==> src/rtl/demux_latch_pkg.sv <==
// demux_pkg: shared state encoding, slot indices and write-counter constants for demux_latch
package demux_pkg;
  typedef enum logic [1:0] {IDLE, HOLD, LOCKOUT} state_t;
  localparam logic [1:0] SLOT_U = 2'd0;
  localparam logic [1:0] SLOT_V = 2'd1;
  localparam logic [1:0] SLOT_W = 2'd2;
  localparam int CNT_W = 4;
  localparam logic [CNT_W-1:0] CNT_SAT = 4'd15;
  // SEL[1] has priority so 1x always lands in W, mirroring the read-side mux
  function automatic logic [1:0] sel_to_slot(input logic [1:0] sel);
    return sel[1] ? SLOT_W : (sel[0] ? SLOT_V : SLOT_U);
  endfunction
endpackage

==> src/rtl/demux_latch_sync_bit.sv <==
// sync_bit: multi-flop synchroniser for a single asynchronous level
module sync_bit #(
  parameter int STAGES = 2
) (
  input  logic clk,
  input  logic rst,
  input  logic i_d,
  output logic o_q
);
  logic [STAGES-1:0] r_chain;
  always_ff @(posedge clk)
    if (rst) r_chain <= '0;
    else     r_chain <= {r_chain[STAGES-2:0], i_d};
  assign o_q = r_chain[STAGES-1];
endmodule

==> src/rtl/demux_latch.sv <==
// demux_latch: debounced one-write-per-press 1-to-3 demux into holding registers U/V/W
module demux_latch
  import demux_pkg::*;
#(
  parameter int WIDTH          = 2,
  parameter int SYNC_STAGES    = 2,
  parameter int LOCKOUT_CYCLES = 4
) (
  input  logic             CLOCK_50,
  input  logic             RESET,
  input  logic [1:0]       SEL,
  input  logic [WIDTH-1:0] DIN,
  input  logic             LOAD,
  input  logic             CLEAR,
  output logic [WIDTH-1:0] U,
  output logic [WIDTH-1:0] V,
  output logic [WIDTH-1:0] W,
  output logic [2:0]       VALID,
  output logic             ACK,
  output logic [CNT_W-1:0] WR_COUNT
);
  localparam int LW = (LOCKOUT_CYCLES > 1) ? $clog2(LOCKOUT_CYCLES) : 1;
  localparam logic [LW-1:0] LOCK_INIT = LW'(LOCKOUT_CYCLES - 1);

  state_t           r_state;
  logic [LW-1:0]    r_lock;
  logic [WIDTH-1:0] r_slot [3];
  logic [2:0]       r_valid;
  logic             r_ack;
  logic [CNT_W-1:0] r_cnt;
  logic             w_ld_s;
  logic             w_commit;
  logic [1:0]       w_idx;

  sync_bit #(.STAGES(SYNC_STAGES)) u_sync (
    .clk(CLOCK_50),
    .rst(RESET),
    .i_d(LOAD),
    .o_q(w_ld_s)
  );

  assign w_commit = (r_state == IDLE) && w_ld_s;
  assign w_idx    = sel_to_slot(SEL);

  // a high ld_s during lockout reloads the gap so bounces extend it
  always_ff @(posedge CLOCK_50)
    if (RESET) begin
      r_state <= IDLE;
      r_lock  <= '0;
    end else begin
      case (r_state)
        IDLE:    if (w_ld_s) r_state <= HOLD;
        HOLD:    if (!w_ld_s) begin
                   r_state <= LOCKOUT;
                   r_lock  <= LOCK_INIT;
                 end
        LOCKOUT: if (w_ld_s) r_lock <= LOCK_INIT;
                 else if (r_lock == '0) r_state <= IDLE;
                 else r_lock <= r_lock - LW'(1);
        default: r_state <= IDLE;
      endcase
    end

  // CLEAR beats a coincident commit on the slots, but the press is still consumed
  always_ff @(posedge CLOCK_50)
    if (RESET) begin
      r_slot[0] <= '0;
      r_slot[1] <= '0;
      r_slot[2] <= '0;
      r_valid   <= '0;
      r_ack     <= 1'b0;
      r_cnt     <= '0;
    end else begin
      r_ack <= w_commit;
      if (w_commit && r_cnt != CNT_SAT) r_cnt <= r_cnt + CNT_W'(1);
      if (CLEAR) begin
        r_slot[0] <= '0;
        r_slot[1] <= '0;
        r_slot[2] <= '0;
        r_valid   <= '0;
      end else if (w_commit) begin
        r_slot[w_idx]  <= DIN;
        r_valid[w_idx] <= 1'b1;
      end
    end

  assign U        = r_slot[SLOT_U];
  assign V        = r_slot[SLOT_V];
  assign W        = r_slot[SLOT_W];
  assign VALID    = r_valid;
  assign ACK      = r_ack;
  assign WR_COUNT = r_cnt;
endmodule

==> config.mk <==
export PLATFORM = sky130hd
export DESIGN_NAME = demux_latch
export DESIGN_NICKNAME = d
export VERILOG_FILES = /design/src/rtl/demux_latch_pkg.sv /design/src/rtl/demux_latch_sync_bit.sv /design/src/rtl/demux_latch.sv
export SDC_FILE = /design/constraint.sdc
export NUM_CORES = 1
export LEC_CHECK = 0
export BUFFER_PORTS_ARGS = -buffer_cell sky130_fd_sc_hd__clkbuf_2
export CAP_MARGIN = 20
export CORE_ASPECT_RATIO = 1.25
export CORE_MARGIN = 3
export CORE_UTILIZATION = 49
export CTS_BUF_LIST = sky130_fd_sc_hd__clkbuf_4
export CTS_CLUSTER_DIAMETER = 80
export DETAILED_ROUTE_END_ITERATION = 16
export MAX_ROUTING_LAYER = met4
export PLACE_DENSITY = 0.82
export SLEW_MARGIN = 20
export SYNTH_ARGS = -nofsm -noshare
export SYNTH_HDL_FRONTEND = slang
export SYNTH_SLANG_ARGS = --single-unit
==> constraint.sdc <==
create_clock -name CLOCK_50 -period 1.42 [get_ports CLOCK_50]
set_input_delay 0.284 -clock CLOCK_50 [delete_from_list [all_inputs] [get_ports CLOCK_50]]
set_output_delay 0.284 -clock CLOCK_50 [all_outputs]
set_load 0.02 [all_outputs]
# ---- Word level (Yosys, flattened, before mapping)
# Memory sizes are Yosys's and may differ from the RTL's.
# Index checks and enable logic that the tools add are counted.
dict set report op_classes {
  eq_ne 8
  n_addsub 2
  muxes 28
  reduce_logical 10
  n_lt_le_gt_ge 2
  n_bitwise 4
}
# cell n
set ops {}
lappend ops {{$mux W2} 13}
lappend ops {{$mux W1} 12}
lappend ops {{$ne A2 B2 Y1 const B} 3}
lappend ops {{$pmux W2 S3} 1}
lappend ops {{$add A4 B1 Y4 const B} 1}
lappend ops {{$logic_not A2 Y1} 2}
lappend ops {{$ne A4 B4 Y1 const B} 1}
lappend ops {{$pmux W2 S2} 1}
lappend ops {{$reduce_and A4 Y1} 1}
lappend ops {{$reduce_or A2 Y1} 2}
lappend ops {{$logic_and A1 B1 Y1} 3}
lappend ops {{$lt A2 B3 Y1 const B} 1}
lappend ops {{$ne A3 B2 Y1 const B} 1}
lappend ops {{$or A1 B1 Y1} 3}
lappend ops {{$or A3 B3 Y3} 1}
lappend ops {{$reduce_and A3 Y1} 1}
lappend ops {{$demux W1 S2} 1}
lappend ops {{$eq A2 B1 Y1 const B} 1}
lappend ops {{$eq A2 B2 Y1 const B} 1}
lappend ops {{$ge A2 B1 Y1 const B} 1}
lappend ops {{$ne A2 B1 Y1 const B} 1}
lappend ops {{$reduce_bool A2 Y1} 1}
lappend ops {{$sub A2 B1 Y2 const B} 1}
dict set report totals {
  out_inout_bits 14
  ff_bits 14
  mem_bits_rw 6
  memories 1
  in_bits 8
  wordCells 61
}
# memory words width rd rd_clocked_by_memory_dff wr line_no
set mem_list {}
lappend mem_list {r_slot 3 2 3 0 3 demux_latch.sv:27} ;# logic [WIDTH-1:0] r_slot [3];

# ---- Depth between registers and ports, before layout
dict set report depth {
  word_depth 8
  ltp_mapped 5
  ltp_nobuf 5
}

# ---- Hierarchy
# From an unflattened synthesis, not the netlist that was laid out.
dict set report unflattened {
  cells_unflattened 73
  hier_area_um2 827.0
}
# mod cells_per_inst area_per_inst_um2 seq_area_each_um2 n_inst
set by_module_without_submodules {}
lappend by_module_without_submodules {demux_latch 69 774.5 420.4 1}
lappend by_module_without_submodules {sync_bit 4 52.6 40.0 1}

# ---- Worst setup path before layout
# No wires, ideal clock.
dict set report synth_timing {
  path_type {reg2reg}
  from {register r_state[0]}
  to {memory r_slot[0][0], enable pin}
  slack_ns -0.014
  synth_period_minus_slack_ns 1.434
  t_arrival_ns 1.137
  t_required_ns 1.123
  stages_incl_launch_ff 6
  path_buffers 0
  setup_ns 0.297
  cell_sequence {dfxtp_1 > inv_1 > ha_1 > nor4b_4 > nand3b_2 > nand2_1}
}
# item line_no
set synth_lines {}
lappend synth_lines {{start, declared} demux_latch.sv:25} ;# state_t r_state;
lappend synth_lines {{start signal, assigned} demux_latch.sv:48} ;# r_state <= IDLE;
lappend synth_lines {{start signal, assigned} demux_latch.sv:52} ;# IDLE: if (w_ld_s) r_state <= HOLD;
lappend synth_lines {{start signal, assigned} demux_latch.sv:54} ;# r_state <= LOCKOUT;
lappend synth_lines {{end, declared} demux_latch.sv:27}

# ---- Final worst setup path
dict set report layout_timing {
  from {register r_state[1]}
  to {register r_state[1]}
}
dict set report layout_between {
  elab_chain_len 3
  elab_cells_between_ends 9
  classes_between {6 x eq/ne; 1 x mux; 2 x reduce/logical}
}
# item line_no
set layout_lines {}
lappend layout_lines {{$eq A2 B1 Y1, or another cell as far along} demux_latch.sv:51} ;# case (r_state)
lappend layout_lines {{$ne A2 B2 Y1 (no line) / $ne A2 B1 Y1 (equally long branches)} --}
lappend layout_lines {{$reduce_and A4 Y1 (no line)} --}
# Parallel ways exist; a longest one is shown, timed or not.
# A chain may end at the register's enable or synchronous reset.

==> impl_results.html <==
<table>
<tr><th>Metric</th><th>Value</th></tr>
<tr><th colspan="2">Timing</th></tr>
<tr><td>Max Slew Vio Count</td><td>0</td></tr>
<tr><td>Final worst setup slack</td><td>a little over 50 ps</td></tr>
<tr><td>Setup violations, final</td><td>0</td></tr>
<tr><td>Period utilisation layout</td><td>0.963</td></tr>
<tr><td>Final hold violation count</td><td>0</td></tr>
<tr><td>Slew margin rel.</td><td>0.768</td></tr>
<tr><td>Timing-limited maximum frequency</td><td>about 730 MHz</td></tr>
<tr><td>Worst-case clock skew</td><td>7.45 ps</td></tr>
<tr><td>Actual slew at the worst max-slew pin</td><td>about 350 ps</td></tr>
<tr><td>RSZ-0062 raised after global routing</td><td>false</td></tr>
<tr><td>Final hold slack</td><td>196 ps</td></tr>
<tr><td>Final Critical Period</td><td>1370 ps</td></tr>
<tr><th colspan="2">Die</th></tr>
<tr><td>Area inside the core boundary</td><td>1830 um2</td></tr>
<tr><td>Y dimension of the die</td><td>between 50 and 60 um</td></tr>
<tr><td>Chip Width</td><td>46.0 um</td></tr>
<tr><td>Starting utilization of the core area</td><td>0.536</td></tr>
<tr><td>IO Count</td><td>22</td></tr>
<tr><td>Floorplan die area</td><td>about 2600 um2</td></tr>
<tr><td>Std cell rows</td><td>17</td></tr>
<tr><th colspan="2">Worst setup path</th></tr>
<tr><td>FF-to-FF Start</td><td>r_state[1]</td></tr>
<tr><td>Highest net fanout along the worst path</td><td>2</td></tr>
<tr><td>Worst Setup Path Type</td><td>reg -&gt; reg</td></tr>
<tr><td>Logic depth of the worst register-to-register path</td><td>5</td></tr>
<tr><td>Reg2reg end</td><td>r_state[1]</td></tr>
<tr><td>Endpoint of the most critical setup path</td><td>r_state[1]</td></tr>
<tr><td>WP data arrival</td><td>1580 ps</td></tr>
<tr><td>Crit end category</td><td>flop</td></tr>
<tr><td>Flop2flop setup slack</td><td>roughly 52 ps</td></tr>
<tr><td>Startpoint types</td><td>flop</td></tr>
<tr><td>Required @ worst endpoint</td><td>1630 ps</td></tr>
<tr><td>Startpoint of the worst setup timing path</td><td>r_state[1]</td></tr>
<tr><th colspan="2">Detailed routing</th></tr>
<tr><td>Number of remaining DRC errors</td><td>0</td></tr>
<tr><td>Final ANT Viol Nets</td><td>0</td></tr>
<tr><td>TritonRoute pass-1 iters</td><td>4</td></tr>
<tr><td>Via density</td><td>5.18</td></tr>
<tr><td>Initial drt markers</td><td>16</td></tr>
<tr><td>Detailed-route wire length per cell</td><td>about 13 um</td></tr>
<tr><td>Wire length reported by the detailed router</td><td>between 1500 and 2000 um</td></tr>
<tr><td>Total number of vias</td><td>a little over 700</td></tr>
<tr><th colspan="2">Power and ir drop</th></tr>
<tr><td>Largest voltage drop on the vdd net</td><td>between 0.8 and 0.9 mV</td></tr>
<tr><td>Sequential share of power</td><td>0.474</td></tr>
<tr><td>Switching power</td><td>between 0.4 and 0.5 mW</td></tr>
<tr><td>Clk pwr share</td><td>0.186</td></tr>
<tr><td>Logic pwr share</td><td>0.340</td></tr>
<tr><td>Switch share</td><td>0.298</td></tr>
<tr><td>Standby leakage power</td><td>between 0.5 and 0.6 nW</td></tr>
<tr><td>Power Internal</td><td>between 1 and 1.5 mW</td></tr>
<tr><td>Power per cell area</td><td>about 1200 nW/um2</td></tr>
<tr><th colspan="2">Clocking</th></tr>
<tr><td>Clock Latency Late Sink</td><td>approximately 300 ps</td></tr>
<tr><td>Cts bufs inserted</td><td>3</td></tr>
<tr><td>TritonCTS clock tree</td><td>done</td></tr>
<tr><td>CTS Sinks</td><td>20</td></tr>
<tr><td>Root buffer cell</td><td>sky130_fd_sc_hd__clkbuf_4</td></tr>
<tr><td>Clock-pin slew reported for the worst setup and hold paths after clock tree synthesis</td><td>around 100 ps</td></tr>
<tr><td>CTS hold repair buffers</td><td>0</td></tr>
<tr><td>Worst-case clock buffer depth</td><td>2</td></tr>
<tr><td>Htree depth</td><td>1</td></tr>
<tr><th colspan="2">Global route</th></tr>
<tr><td>Initial antenna violation count</td><td>0</td></tr>
<tr><td>Global-route congestion overflow total</td><td>0</td></tr>
<tr><td>Number of global-route vias before repair</td><td>just over 700</td></tr>
<tr><td>Global-route wire length before repair</td><td>around 3200 um</td></tr>
<tr><td>Overall track demand over capacity in global routing</td><td>0.175</td></tr>
<tr><td>Largest net degree at the start of global routing</td><td>17</td></tr>
<tr><th colspan="2">Status</th></tr>
<tr><td>Run status</td><td>completed</td></tr>
<tr><th colspan="2">Synthesis</th></tr>
<tr><td>Syn Nets</td><td>roughly 100</td></tr>
<tr><td>Top FF cell, synth</td><td>sky130_fd_sc_hd__dfxtp_1</td></tr>
<tr><td>Summed instance area of the synthesized netlist</td><td>about 980 um2</td></tr>
<tr><td>Synth cell types</td><td>29</td></tr>
<tr><td>Number of flops mapped to enable cells by yosys</td><td>6</td></tr>
<tr><td>Seq/Total Area, Yosys</td><td>0.470</td></tr>
<tr><td>Synth Register Bits</td><td>20</td></tr>
<tr><td>Synthesis warning total</td><td>0</td></tr>
<tr><td>Synthesized area per cell</td><td>roughly 11 um2</td></tr>
<tr><td>Gate count of the mapped netlist</td><td>between 80 and 90</td></tr>
<tr><td>Async SR Flop Fraction</td><td>0</td></tr>
<tr><th colspan="2">Job</th></tr>
<tr><td>Maximum capacitance violations</td><td>0</td></tr>
<tr><th colspan="2">Layout</th></tr>
<tr><td>Total number of nets in the final design</td><td>135</td></tr>
<tr><td>Filler-free cell count of the finished design</td><td>~140</td></tr>
<tr><td>Post-route cell area</td><td>around 1200 um2</td></tr>
<tr><td>Sequential standard cell area</td><td>~460 um2</td></tr>
<tr><td>Fill cell instance count of the final layout</td><td>152</td></tr>
<tr><td>Leading cell type in the layout, fill and taps excluded</td><td>sky130_fd_sc_hd__clkbuf_2</td></tr>
<tr><td>Synthesis-to-finish area growth</td><td>22.7%</td></tr>
<tr><td>ANT cells</td><td>0</td></tr>
<tr><td>Commonest cells after routing, fill and taps aside</td><td>21 x sky130_fd_sc_hd__clkbuf_2, 12 x sky130_fd_sc_hd__dfxtp_1, 10 x sky130_fd_sc_hd__buf_4</td></tr>
<tr><td>Multi-input gate area in the final layout</td><td>487 um2</td></tr>
<tr><td>Share of post-route cells with drive strength above 1</td><td>0.417</td></tr>
<tr><th colspan="2">Placement</th></tr>
<tr><td>Post-Place Cell Area</td><td>between 1000 and 1500 um2</td></tr>
<tr><td>Cell count after placement</td><td>around 130</td></tr>
<tr><td>Pre-CTS setup slack</td><td>-21.2 ps</td></tr>
<tr><td>IO buf count</td><td>21</td></tr>
<tr><td>Final estimated routing congestion in global placement</td><td>between 0.7 and 0.8</td></tr>
<tr><td>Estimated wirelength of the detail-placed design</td><td>1380 um</td></tr>
<tr><th colspan="2">Worst hold path</th></tr>
<tr><td>Beginning of the worst hold path</td><td>LOAD</td></tr>
<tr><td>Class of the worst hold path</td><td>in -&gt; reg</td></tr>
</table>
[power by group through the flow]
stage                     Clock, mW  Combinational [mW]  Sequential (mW)
after floorplan                   0               0.302            0.704
after global placement            0               0.451            0.685
after detailed placement          0               0.464            0.691
after CTS                     0.280               0.494            0.680
after global routing          0.303               0.554            0.693
final                         0.268               0.490            0.683
[layout make-up]
type	instances	area share
Clock buffer	3	0.0187
Timing Repair Buffer	31	0.150
Clock inverter	1	0.00312
Sequential cell	20	0.385
Multi-Input combinational cell	59	0.405
Inverter	6	0.0187
Tap cell	19	0.0198
[critical path: stages, from the launching register on]
cell and delay [ps]:
sky130_fd_sc_hd__dfxtp_2 340, sky130_fd_sc_hd__buf_4 130, sky130_fd_sc_hd__ha_1 180, sky130_fd_sc_hd__nor2b_1 150, sky130_fd_sc_hd__o32a_4 330, sky130_fd_sc_hd__mux2i_1 170
[cell families after synthesis]
kind of cell | Yosys count | synth area share
AOI/OAI and AO/OA | 10 | 0.110
adders and majority gates | 6 | 0.0766
buffers and inverters | 8 | 0.0460
DFF | 20 | 0.470
muxes | 4 | 0.0460
and+or+nand+nor | 39 | 0.252
[synth_stat cells, types with 3 or more instances]
master | instances | area [um2]
sky130_fd_sc_hd__nor2_1 | 6 | 22.5
sky130_fd_sc_hd__mux2i_1 | 3 | 30.0
sky130_fd_sc_hd__inv_1 | 6 | 22.5
sky130_fd_sc_hd__nor2b_1 | 4 | 25.0
sky130_fd_sc_hd__dfxtp_1 | 14 | 280
sky130_fd_sc_hd__ha_1 | 6 | 75.1
sky130_fd_sc_hd__and3_1 | 3 | 18.8
sky130_fd_sc_hd__a211oi_1 | 3 | 22.5
sky130_fd_sc_hd__nand2_1 | 7 | 26.3
sky130_fd_sc_hd__nand2b_1 | 7 | 43.8
sky130_fd_sc_hd__a31oi_1 | 3 | 18.8
sky130_fd_sc_hd__edfxtp_1 | 6 | 180
[flip-flops by register name, indices dropped and copies added (netlist names)]
signal	cells
r_slot	6
WR_COUNT	4
VALID	3
r_lock	2
r_state	2
u_sync.r_chain	2
ACK	1
[what timing repair did]
action	in CTS	in global routing
setup endpoints to repair	3	7
pin swaps	1	2
gates resized for setup	2	3
setup buffers	0	2
[stage by stage]
stage / power, mW / TNS, ps / util
finish: 1.44 / 0 / 0.657
global route: 1.55 / 0 / 0.657
CTS: 1.45 / 0 / 0.648
detailed placement: 1.15 / -46.1 / 0.628
global placement: 1.14 / 0 / 0.628
floorplan: 1.01 / 0 / -
[worst min path at each step]
stage	slack, ps	end	cells after the start
3_3_place_gp	420	u_sync.r_chain[1]	1
4_1_cts	190	u_sync.r_chain[0]	2
6_report	200	u_sync.r_chain[0]	2
2_1_floorplan	410	u_sync.r_chain[0]	1
3_5_place_dp	430	u_sync.r_chain[1]	1
5_1_grt	200	u_sync.r_chain[0]	2
[routing by layer]
| metal | track usage | up-vias | wire length, um |
|---|---|---|---|
| li1 | - | 368 | - |
| met1 | 0.209 | 331 | 740 |
| met2 | 0.268 | 15 | 909 |
| met3 | 0.0291 | 6 | 67 |
| met4 | 0.0976 | 0 | 70 |
| met5 | - | - | 0 |
Power figures use the tool's default switching activity.
